--- src/rtl/arith_pkg.sv ---
// Shared constants and types for the arithmetic-pipeline issue sequencer.
package arith_pkg;

  // Depth of the pipeline weight buffer: one softmax group is NUM_EXP scores.
  localparam int NUM_EXP = 8;
  localparam int CNT_W   = $clog2(NUM_EXP);

  localparam logic [1:0] MODE_EXP  = 2'b00;
  localparam logic [1:0] MODE_DIV  = 2'b01;
  localparam logic [1:0] MODE_GELU = 2'b10;
  localparam logic [1:0] MODE_AGG  = 2'b11;

  typedef enum logic [3:0] {
    IDLE,
    LD_SC,
    EXP,
    WAIT_SUM,
    DIV,
    WAIT_DIV,
    AGG,
    GELU,
    DONE
  } state_e;

endpackage

--- src/rtl/arith_issuer.sv ---
// Issues exp/div/AGG or GeLU beats into the arithmetic pipeline, with drain
// gaps between phases so accumulator and multiplier results can settle.
module arith_issuer
  import arith_pkg::*;
#(
  parameter int DW      = 16,
  parameter int ADD_LAT = 2,
  parameter int MUL_LAT = 2
) (
  input  logic          clk,
  input  logic          rst_n,
  input  logic          start,
  input  logic          cfg_gelu,
  output logic          busy,
  output logic          done,
  output logic          err,
  input  logic          sc_valid,
  output logic          sc_ready,
  input  logic [DW-1:0] sc_data,
  input  logic          ex_valid,
  output logic          ex_ready,
  input  logic [DW-1:0] ex_data,
  input  logic [DW-1:0] ex_psum,
  input  logic          ex_last,
  output logic          iss_valid,
  output logic [DW-1:0] iss_data,
  output logic [DW-1:0] iss_psum,
  output logic [1:0]    iss_mode
);

  localparam int TW = 8;
  localparam logic [CNT_W-1:0] CNT_LAST = CNT_W'(NUM_EXP - 1);

  state_e           state_q, state_d;
  logic [CNT_W-1:0] cnt_q, cnt_d;
  logic [TW-1:0]    timer_q, timer_d;
  logic [DW-1:0]    score_buf_q [NUM_EXP];
  logic [DW-1:0]    score_buf_d [NUM_EXP];
  logic             busy_q, busy_d;
  logic             done_q, done_d;
  logic             err_q, err_d;
  logic             sc_ready_q, sc_ready_d;
  logic             ex_ready_q, ex_ready_d;
  logic             iss_valid_q, iss_valid_d;
  logic [DW-1:0]    iss_data_q, iss_data_d;
  logic [DW-1:0]    iss_psum_q, iss_psum_d;
  logic [1:0]       iss_mode_q, iss_mode_d;
  logic             sc_hs, ex_hs;

  // Handshakes are qualified by the registered ready, so the accepting state
  // and the visible ready can never disagree.
  assign sc_hs = sc_valid & sc_ready_q;
  assign ex_hs = ex_valid & ex_ready_q;

  always_comb begin
    state_d     = state_q;
    cnt_d       = cnt_q;
    timer_d     = timer_q;
    score_buf_d = score_buf_q;
    busy_d      = busy_q;
    done_d      = 1'b0;
    err_d       = err_q;
    iss_valid_d = 1'b0;
    iss_data_d  = iss_data_q;
    iss_psum_d  = iss_psum_q;
    iss_mode_d  = iss_mode_q;

    case (state_q)
      IDLE: begin
        if (start) begin
          err_d   = 1'b0;
          busy_d  = 1'b1;
          cnt_d   = '0;
          state_d = cfg_gelu ? GELU : LD_SC;
        end
      end
      LD_SC: begin
        if (sc_hs) begin
          score_buf_d[cnt_q] = sc_data;
          if (cnt_q == CNT_LAST) begin
            cnt_d   = '0;
            state_d = EXP;
          end else begin
            cnt_d = cnt_q + 1'b1;
          end
        end
      end
      EXP: begin
        iss_valid_d = 1'b1;
        iss_mode_d  = MODE_EXP;
        iss_data_d  = score_buf_q[cnt_q];
        iss_psum_d  = '0;
        if (cnt_q == CNT_LAST) begin
          cnt_d = '0;
          if (ADD_LAT == 0) begin
            state_d = DIV;
          end else begin
            timer_d = TW'(ADD_LAT);
            state_d = WAIT_SUM;
          end
        end else begin
          cnt_d = cnt_q + 1'b1;
        end
      end
      WAIT_SUM: begin
        // Stay exactly ADD_LAT cycles: leave on the cycle the count hits 1.
        if (timer_q <= TW'(1)) begin
          timer_d = '0;
          state_d = DIV;
        end else begin
          timer_d = timer_q - TW'(1);
        end
      end
      DIV: begin
        iss_valid_d = 1'b1;
        iss_mode_d  = MODE_DIV;
        iss_data_d  = score_buf_q[cnt_q];
        iss_psum_d  = '0;
        if (cnt_q == CNT_LAST) begin
          cnt_d = '0;
          if (MUL_LAT == 0) begin
            state_d = AGG;
          end else begin
            timer_d = TW'(MUL_LAT);
            state_d = WAIT_DIV;
          end
        end else begin
          cnt_d = cnt_q + 1'b1;
        end
      end
      WAIT_DIV: begin
        if (timer_q <= TW'(1)) begin
          timer_d = '0;
          state_d = AGG;
        end else begin
          timer_d = timer_q - TW'(1);
        end
      end
      AGG: begin
        if (ex_hs) begin
          iss_valid_d = 1'b1;
          iss_mode_d  = MODE_AGG;
          iss_data_d  = ex_data;
          iss_psum_d  = ex_psum;
          cnt_d       = (cnt_q == CNT_LAST) ? '0 : cnt_q + 1'b1;
          if (ex_last) begin
            // Only a whole number of NUM_EXP groups is a legal AGG stream.
            if (cnt_q != CNT_LAST) err_d = 1'b1;
            state_d = DONE;
          end
        end
      end
      GELU: begin
        if (ex_hs) begin
          iss_valid_d = 1'b1;
          iss_mode_d  = MODE_GELU;
          iss_data_d  = ex_data;
          iss_psum_d  = '0;
          if (ex_last) state_d = DONE;
        end
      end
      DONE: begin
        done_d  = 1'b1;
        busy_d  = 1'b0;
        state_d = IDLE;
      end
      default: state_d = IDLE;
    endcase

    sc_ready_d = (state_d == LD_SC);
    ex_ready_d = (state_d == AGG) || (state_d == GELU);
  end

  always_ff @(posedge clk or negedge rst_n) begin
    if (!rst_n) begin
      state_q     <= IDLE;
      cnt_q       <= '0;
      timer_q     <= '0;
      busy_q      <= 1'b0;
      done_q      <= 1'b0;
      err_q       <= 1'b0;
      sc_ready_q  <= 1'b0;
      ex_ready_q  <= 1'b0;
      iss_valid_q <= 1'b0;
      iss_data_q  <= '0;
      iss_psum_q  <= '0;
      iss_mode_q  <= '0;
    end else begin
      state_q     <= state_d;
      cnt_q       <= cnt_d;
      timer_q     <= timer_d;
      busy_q      <= busy_d;
      done_q      <= done_d;
      err_q       <= err_d;
      sc_ready_q  <= sc_ready_d;
      ex_ready_q  <= ex_ready_d;
      iss_valid_q <= iss_valid_d;
      iss_data_q  <= iss_data_d;
      iss_psum_q  <= iss_psum_d;
      iss_mode_q  <= iss_mode_d;
    end
  end

  for (genvar gi = 0; gi < NUM_EXP; gi++) begin : g_score_buf
    always_ff @(posedge clk or negedge rst_n) begin
      if (!rst_n) score_buf_q[gi] <= '0;
      else        score_buf_q[gi] <= score_buf_d[gi];
    end
  end

  assign busy      = busy_q;
  assign done      = done_q;
  assign err       = err_q;
  assign sc_ready  = sc_ready_q;
  assign ex_ready  = ex_ready_q;
  assign iss_valid = iss_valid_q;
  assign iss_data  = iss_data_q;
  assign iss_psum  = iss_psum_q;
  assign iss_mode  = iss_mode_q;

endmodule

--- config.mk ---
export PLATFORM = sky130hd
export DESIGN_NAME = arith_issuer
export DESIGN_NICKNAME = d
export VERILOG_FILES = /design/src/rtl/arith_pkg.sv /design/src/rtl/arith_issuer.sv
export SDC_FILE = /design/constraint.sdc
export NUM_CORES = 1
export LEC_CHECK = 0
export BUFFER_PORTS_ARGS = -buffer_cell sky130_fd_sc_hd__buf_2
export CORE_ASPECT_RATIO = 0.5
export CORE_MARGIN = 8
export CORE_UTILIZATION = 45
export DETAILED_ROUTE_END_ITERATION = 12
export GPL_ROUTABILITY_DRIVEN = 0
export PLACE_DENSITY = 0.66
export SYNTH_ARGS = -nofsm -noshare
export SYNTH_HDL_FRONTEND = slang
export SYNTH_SLANG_ARGS = --single-unit
--- constraint.sdc ---
create_clock -name clk -period 2.1 [get_ports clk]
set_input_delay 0.21 -clock clk [delete_from_list [all_inputs] [get_ports clk]]
set_output_delay 0.21 -clock clk [all_outputs]
set_load 0.005 [all_outputs]
* Word level (Yosys, flattened, before mapping)
Cells that the tools add are included.
** Word-level totals
- Bits in registers :: 183
- Latch bits :: 0
- Memory bits (writable) :: 0
- ROM bits :: 0
- Input bits :: 55
- Output and inout port bits :: 40
- Word-level logic and storage cells :: 113
- Memories kept :: 0
** Cells by class
- Add/sub/neg operators :: 2
- Multiply operators :: 0
- Divide/modulo/power cells :: 0
- Order comparisons :: 3
- Equality and inequality tests :: 21
- Shift-type cells :: 0
- Mux-type cells :: 43
- Bitwise logic cells :: 3
- Reductions and logical operators :: 21
** Operators with widths (number)
- 128-bit bitwise mux :: 1
- 16-bit 2-to-1 mux :: 6
- 16-bit binary-select mux with 3-bit select :: 1
- 16-bit demux with 3-bit select :: 1
- 16-bit case mux with 3 select lines :: 1
- 4-bit 2-to-1 mux :: 9
- 16-bit case mux with 2 select lines :: 1
- 4-bit case mux with 7 select lines :: 1
- 4-bit by 3-bit equality test with 1-bit output, second input constant :: 6
- 8-bit 2-to-1 mux :: 2
- 8-bit case mux with 2 select lines :: 1
- 3-bit 2-to-1 mux :: 5
- 2-bit inequality test, second input constant :: 6
- 3-bit case mux with 4 select lines :: 1
- 4-bit by 1-bit equality test with 1-bit output, second input constant :: 2
- 4-bit by 2-bit equality test with 1-bit output, second input constant :: 2
- 8-bit by 1-bit less-or-equal comparator with 1-bit output, second input constant :: 1
- 2-bit case mux with 4 select lines :: 1
- 2-bit AND reduction :: 4
- 2-bit nonzero test :: 4
- 4-bit nonzero test :: 2
- 8-bit by 1-bit subtractor with 8-bit output, second input constant :: 1
- 1-bit 2-to-1 mux :: 7
- 1-bit case mux with 2 select lines :: 3
- 18 further kinds :: 24

* Longest topological paths before layout
Gate-level depths: netlist (run 1).
- Word-level depth :: 6
- Depth in mapped cells :: 7
- Mapped depth without buffers :: 6

* Least setup slack after synthesis (run 1)
Ideal clock, no wire load.
- Path type :: register to register
- Start point :: register state_q[1]
- End point :: register score_buf_q[21] (netlist name)
- Library setup time :: 125 ps
- Arrival :: 1867 ps
- Data required time :: 1975 ps
- Path slack :: 107 ps
- Stages on the path, launching flop included :: 8
- Path buffers :: 2
- Period minus slack after synthesis :: 1993 ps
- Cell sequence :: dfrtp_1 > nor4b_2 > and3_2 > nand2b_1 > buf_6 > nor3_4 > buf_8 > mux2_4
** On the way
- Longest elaborated chain between the ends :: 2
** RTL lines
- from (decl) :: line arith_issuer.sv:34 : state_e state_q, state_d;
- from (signal assigned) :: line arith_issuer.sv:189 : state_q <= state_d;
- 4-bit by 1-bit equality test with 1-bit output :: line arith_issuer.sv:68 : case (state_q)
- 2-bit AND reduction (no line)
- to (signal, indexed assignment) :: line arith_issuer.sv:207 : else score_buf_q[gi] <= score_buf_d[gi];
- to (decl) :: line arith_issuer.sv:37 : logic [DW-1:0] score_buf_q [NUM_EXP];
Every way passes these cells.
A chain may end at the register's enable or synchronous reset.

* Worst setup path after layout (run 1)
- Start point :: register state_q[1]
- End point :: register score_buf_q[91] (netlist name)
Same word-level chain as after synthesis.

==> results of run 1 <==
cells in the mapped netlist, types with 2 or more instances:
cell type    n
dfrtp_1    183
mux2_2      70
nand2_1     64
mux2_4      60
mux4_2      26
nand3_1     23
mux2i_1     22
nor2_1      19
a21oi_1     16
clkbuf_1    16
buf_2       14
and3_1      10
o21ai_0     10
a31oi_1      9
inv_1        9
a221oi_1     5
buf_6        5
nor3_1       5
and2_1       4
buf_8        4
ha_1         4
nand2b_1     4
nor2b_1      4
nor3_4       4
o211ai_1     4
a211oi_1     3
nand3_4      3
nand4_1      3
o21a_1       3
o22ai_1      3
xnor2_1      3
a21o_1       2
a22o_1       2
nand3b_1     2
nor4_1       2
nor4b_1      2
worst max-delay path: cells and delay by family (launching register included):
family / cells / cell delay [ns]
buffers and inverters: 2 / 0.33
flip-flops: 1 / 0.39
multiplexers: 1 / 0.29
AND/OR/NAND/NOR: 4 / 0.93
kinds of logic after synthesis:
kind of cell | after synthesis | share of synthesized area
buffers and inverters | 50 | 0.03356
AOI/OAI and AO/OA | 62 | 0.04623
xor gates and xnor gates | 4 | 0.004034
DFF | 183 | 0.5271
muxes | 178 | 0.2872
and+or+nand+nor | 156 | 0.09607
adders and majority gates | 4 | 0.005761
per-stage QoR:
step	hold slack [ns]	instances	power, mW	setup slack, ns	cell area [um^2]
2_1_floorplan	-0.08559	637	6.820	0.1075	8687
3_3_place_gp	0.1734	994	8.250	-0.05220	9688
3_5_place_dp	0.1710	994	8.349	-0.05494	9688
4_1_cts	0.0007891	1043	11.54	0.006821	10440
5_1_grt	0.02572	1046	12.20	-0.03510	10500
6_report	0.01470	1046	11.47	0.03846	10500
flip-flops by register name, summed over array words and instances, names as in the netlist, 2 cells and up:
signal / flops
score_buf_q: 128
iss_data: 16
iss_psum: 16
timer_q: 8
state_q: 4
cnt_q: 3
iss_mode: 2
cell type report:
| type | count | area (um^2) | share of cell area |
|---|---|---|---|
| Clock buffer | 19 | 432.9 | 0.04122 |
| Clock inverter | 13 | 138.9 | 0.01322 |
| Inverter | 10 | 37.54 | 0.003574 |
| Multi-Input combinational cell | 404 | 3844 | 0.3660 |
| Sequential cell | 183 | 4582 | 0.4363 |
| Tap cell | 266 | 332.8 | 0.03169 |
| Timing Repair Buffer | 151 | 1135 | 0.1081 |
cells in the final DEF, fill, tap and decap left out, types with 10 or more instances in the layout:
master         instances
buf_2                 93
buf_4                 27
mux2i_1               22
nand2_1               64
nand3_1               23
buf_12                14
dfrtp_1              181
mux2_4                60
nor2_1                17
and3_1                10
mux4_2                26
a21oi_1               16
dlygate4sd3_1         15
clkbuf_16             18
mux2_2                70
o21ai_0               10
worst paths after layout:
path / start / end / slack, ns / cells after the start
max: state_q[1] / score_buf_q[91] / 0.04 / 7
min: ex_psum[5] / iss_psum[5] / 0.01 / 3
max reg2reg: state_q[1] / score_buf_q[91] / 0.04 / 7
min reg2reg: iss_psum[2] / iss_psum[2] / 0.46 / 2
max in group asynchronous: rst_n / iss_data[2] / 1.08 / 3
min in group asynchronous: rst_n / score_buf_q[74] / 0.28 / 2
report_power, final:
group | switching [mW] | internal [mW]
combinational | 2.32 | 1.67
sequential | 0.331 | 4.02
clock | 1.45 | 1.67
per-layer routing:
layer / vias to the layer above / routed length (um) / GRT usage
li1: 2573 / - / -
met2: 132 / 9800 / 0.2801
met5: - / 0 / 0
met4: 0 / 203 / 0.04209
met1: 2931 / 9048 / 0.2332
met3: 19 / 1322 / 0.04016
repair_timing:
item,in CTS,in global routing
setup endpoints to repair,81,59
setup buffers,2,2
resized for setup,2,5
hold endpoints to repair,57,0
gates cloned,0,1
hold buffers,15,0
pin swaps,0,1
==> qor.csv, run 1 <==
stage,metric,value,unit
run_status,status,"complete, no violations",
hold_path,Hold WC Path Type,primary input to register,
yosys,Cells after Synth,637,
yosys,synth top area cells,"dfrtp_1 (53%), mux2_4 (10%), mux2_2 (9.1%), mux4_2 (6.7%), nand2_1 (2.8%)",
detailed_routing,Final ANT Viol Nets,0,
cts,CTS Buf Count,17,
yosys,synthesized area per cell,13.64,um^2
yosys,Post-synth EDFFs,0,
power_and_ir_drop,Power Density,1092,mW/mm^2
detailed_routing,initial DRC count,398,
timing,crit path time final,2.062,ns
cts,clock sinks,183,
timing,Final Cycle Share,0.9817,
placed_design,DPL Wire Length,13390,um
timing,setup violators final,0,
finish,# diodes,0,
cts,clk buf depth,2,
timing,Max Slew Vio Count,0,
timing,max-slew headroom at the worst pin,0.6522,
yosys,sequential fraction of the synthesis area,0.5271,
detailed_routing,WL/cell,19.48,um
worst_setup_path,Crit Path Max Fanout,7,
detailed_routing,Routed Wire Length,20370,um
worst_setup_path,Crit-path slowest cell,dfrtp_1,
finish,Nets,826,
global_route,gr ovfl total,0,
finish,Final Core Density,0.5473,
worst_setup_path,Startpoint Class,register,
finish,area grow syn2layout,20.90,%
finish,layout cells sized above 1,0.4346,
timing,skew final,0.009020,ns
floorplan,Die ar.,0.02428,mm^2
detailed_routing,Via Count,5655,
global_route,Overall Global Routing Usage,0.1729,
worst_setup_path,Setup crit end kind,register,
global_route,vias in the first global route,5992,
cts,clock-pin slew on the worst setup and hold paths,0.07,ns
yosys,Syn Nets,696,
cts,CTS tree,done,
floorplan,DIE WIDTH,212.5,um
timing,RSZ-0062 raised after global routing,true,
floorplan,Core Area,0.01919,mm^2
floorplan,Rows,36,
detailed_routing,DRC errors left,0,
power_and_ir_drop,leakage,5.113,nW
yosys,"area leader, netlist",dfrtp_1,
detailed_routing,drt pass-1 iters,4,
floorplan,I/O pin cnt,95,
timing,Slew @ Worst Pin,0.5217,ns
timing,Max Clock Freq,485.1,MHz
yosys,Cell variety after synth,51,
power_and_ir_drop,Max rail drop VDD,0.5569,mV
yosys,top_reg_cell synth,dfrtp_1,
yosys,"Async S/R FF share, synth",1.000,
cts,root buf cell,clkbuf_16,
cts,H-tree depth,4,
floorplan,Die Span Y,114.2,um
global_route,largest net degree at the start of global routing,70,
worst_setup_path,"Largest stage delay, worst path",0.39,ns
worst_setup_path,"Data arrival, critical path",2.37,ns
yosys,Synth warnings,0,
worst_setup_path,crit-path cells,nor4b_2 -> and3_4 -> nand2b_4 -> nor3_4 -> buf_4 -> clkbuf_16 -> mux2_4,
global_route,first-pass GRT wire length,32960,um
worst_setup_path,CP required,2.41,ns
placed_design,input/output buffers,94,
yosys,Yosys top cell area share,0.5271,
yosys,#FFs+latches synth,183,
floorplan,Initial Utilization,0.4527,
global_route,antenna violations before repair,0,
worst_setup_path,critical path class,register to register,
job,MaxCap Viol Count,0,
timing,"Hold Vio Cnt, Final",0,
cts,worst skew pair latency,0.43,ns
finish,fillers,1599,
detailed_routing,vias per cell,5.406,
timing,Setup TNS,0,ns
yosys,area of the mapped netlist,0.008687,mm^2
Power figures use the tool's default switching activity.
==> inputs of run 2 (changes only) <==
--- a/config.mk
+++ b/config.mk
@@ -8,10 +8,10 @@
 export BUFFER_PORTS_ARGS = -buffer_cell sky130_fd_sc_hd__buf_2
 export CORE_ASPECT_RATIO = 0.5
 export CORE_MARGIN = 8
-export CORE_UTILIZATION = 45
+export CORE_UTILIZATION = 53
 export DETAILED_ROUTE_END_ITERATION = 12
 export GPL_ROUTABILITY_DRIVEN = 0
-export PLACE_DENSITY = 0.66
+export PLACE_DENSITY = 0.76
 export SYNTH_ARGS = -nofsm -noshare
 export SYNTH_HDL_FRONTEND = slang
 export SYNTH_SLANG_ARGS = --single-unit
==> qor.csv, run 2 (synthesis results as in run 1) <==
stage,metric,value,unit,change
run_status,status,"complete, no violations",,
power_and_ir_drop,Design Power,11.71,mW,+2.1%
global_route,vias in the first global route,6150,,+2.6%
detailed_routing,Routed Wire Length,20740,um,+1.8%
worst_setup_path,critical path class,register to register,,
floorplan,Rows,33,,-8.3%
detailed_routing,initial DRC count,396,,-0.50%
cts,worst skew pair latency,0.44,ns,about the same
floorplan,Core Area,0.01619,mm^2,-16%
detailed_routing,DRC errors left,0,,unchanged
timing,Setup TNS,0,ns,unchanged
timing,max-slew headroom at the worst pin,0.6254,,-0.02681
cts,clock-pin slew on the worst setup and hold paths,0.08,ns,about the same
global_route,Overall Global Routing Usage,0.2026,,+0.02974
detailed_routing,drt pass-1 iters,5,,+1
hold_path,Hold WC Path Type,primary input to register,,
power_and_ir_drop,Power Density,1120,mW/mm^2,+2.6%
detailed_routing,Final ANT Viol Nets,0,,unchanged
global_route,first-pass GRT wire length,33500,um,+1.6%
floorplan,I/O pin cnt,95,,unchanged
global_route,M2 GR Usage,0.3197,,+0.03962
timing,Max Slew Vio Count,0,,unchanged
worst_setup_path,CP required,2.43,ns,+0.02 ns
finish,"Most flops, register",score_buf_q,,
worst_setup_path,Setup crit end kind,register,,
worst_setup_path,Startpoint Class,register,,
placed_design,DPL Wire Length,13640,um,+1.9%
finish,footprint of the multi-input gates,0.003851,mm^2,+0.20%
floorplan,DIE WIDTH,197.1,um,-7.3%
cts,clk buf depth,2,,unchanged
cts,H-tree depth,4,,unchanged
finish,max reg flops,128,,unchanged
global_route,gr ovfl total,0,,unchanged
timing,setup violators final,0,,unchanged
timing,crit path time final,2.059,ns,-0.003016 ns
timing,Max Clock Freq,485.8,MHz,+0.15%
timing,Slew @ Worst Pin,0.5619,ns,+0.04022 ns
floorplan,Die Span Y,106.5,um,-6.8%
worst_setup_path,Crit Path Max Fanout,8,,+1
power_and_ir_drop,leakage,5.145,nW,+0.62%
worst_setup_path,crit-path cells,nor4b_4 -> and3_4 -> nand2b_4 -> nor3_4 -> buf_12 -> mux2_2,,
floorplan,Die ar.,0.02099,mm^2,-14%
hold_path,hold_sp,ex_psum[5],,
cts,clock sinks,183,,unchanged
worst_setup_path,reg2reg start,state_q[1],,
worst_setup_path,CP Buf/Inv Count,1,,-1
placed_design,placed insts,962,,-3.2%
timing,"Hold Vio Cnt, Final",0,,unchanged
global_route,grt peak-use layer,met2,,
global_route,met3 Usage GRT,0.05107,,+0.01091
finish,most frequent cells in the layout,"dfrtp_1 (181), buf_2 (93), mux2_2 (69)",,
timing,Final Cycle Share,0.9803,,-0.001436
finish,fillers,1154,,-28%
finish,"commonest non-fill, non-tap cell in the layout",dfrtp_1,,
detailed_routing,WL/cell,20.45,um,+5.0%
global_route,largest net degree at the start of global routing,79,,+13%
worst_setup_path,"Largest stage delay, worst path",0.42,ns,+0.03 ns
worst_setup_path,CP top delay family,simple AND/OR/NAND/NOR gates,,
placed_design,input/output buffers,94,,unchanged
finish,Layout Cells excl Fill,1014,,-3.1%
cts,CTS tree,done,,
power_and_ir_drop,Max rail drop VDD,0.6987,mV,+25%
timing,hold_ws,0.003620,ns,-0.01108 ns
finish,# diodes,0,,unchanged
finish,layout cells sized above 1,0.4422,,+0.007570
worst_setup_path,Crit-path slowest cell,dfrtp_1,,
global_route,GRT met1 Usage,0.2721,,+0.03883
finish,area grow syn2layout,20.41,%,
detailed_routing,Via Count,5800,,+2.6%
cts,CTS Buf Count,17,,unchanged
finish,Nets,833,,+0.85%
global_route,antenna violations before repair,0,,unchanged
job,MaxCap Viol Count,0,,unchanged
finish,register area,0.004582,mm^2,unchanged
timing,skew final,0.01166,ns,+0.002643 ns
worst_setup_path,Setup crit start,state_q[1],,
finish,Final Core Density,0.6463,,+0.09892
worst_setup_path,"Data arrival, critical path",2.39,ns,+0.02 ns
cts,root buf cell,clkbuf_16,,
floorplan,Initial Utilization,0.5367,,+0.08399
detailed_routing,vias per cell,5.720,,+5.8%
[run 2: cell count changes in the layout (fill, tap and decap cells not counted), moves of 2 or more]
cell	change
buf_12	-6
buf_4	+13
clkbuf_1	-2
inv_6	-3
inv_8	+5
[run 2: worst register-to-register path: stages (launching register included)]
cell and delay (ns):
dfrtp_1 0.42, nor4b_4 0.30, and3_4 0.27, nand2b_4 0.12, nor3_4 0.32, buf_12 0.19
mux2_2 0.34
[run 2: through the flow]
stage | worst slack, ns | cell area [um^2]
after floorplan | 0.1075 | 8687
after detailed placement | -0.06024 | 9617
final | 0.04147 | 10460
after global routing | -0.03589 | 10460
after CTS | 0.02290 | 10410
after global placement | 0.02172 | 9617
[run 2: final timing paths]
kind,endpoint,slack (ns),cells past startpoint
min,iss_psum[5],0.004,3
max reg2reg,score_buf_q[49],0.04,6
min reg2reg,iss_psum[2],0.46,2
min in group asynchronous,score_buf_q[75],0.26,2
max in group asynchronous,cnt_q[0],1.03,3
max,score_buf_q[49],0.04,6
[run 2: final cells by class]
class	count	area share
clock inverter	15	0.01734
timing repair buffer	158	0.1050
sequential	183	0.4380
clock buffer	17	0.04067
tap	227	0.02715
multi-input combinational	404	0.3682
inverter	10	0.003589
[run 2: timing repair]
item,4_1_cts,5_1_grt
endpoints found under the setup margin,79,91
setup buffers,3,2
hold buffers,15,0
endpoints found under the hold margin,57,0
pin swaps,1,2
gates resized for setup,2,7
[run 2: routing by layer]
metal	vias up	part of all wire
li1	2590	-
met1	2997	0.44
met3	30	0.062
met4	0	0.015
met5	-	0
met2	183	0.48
[run 2: where the power goes]
part / switching (mW) / internal [mW]
clock: 1.57 / 1.72
combinational: 2.37 / 1.69
sequential: 0.341 / 4.02
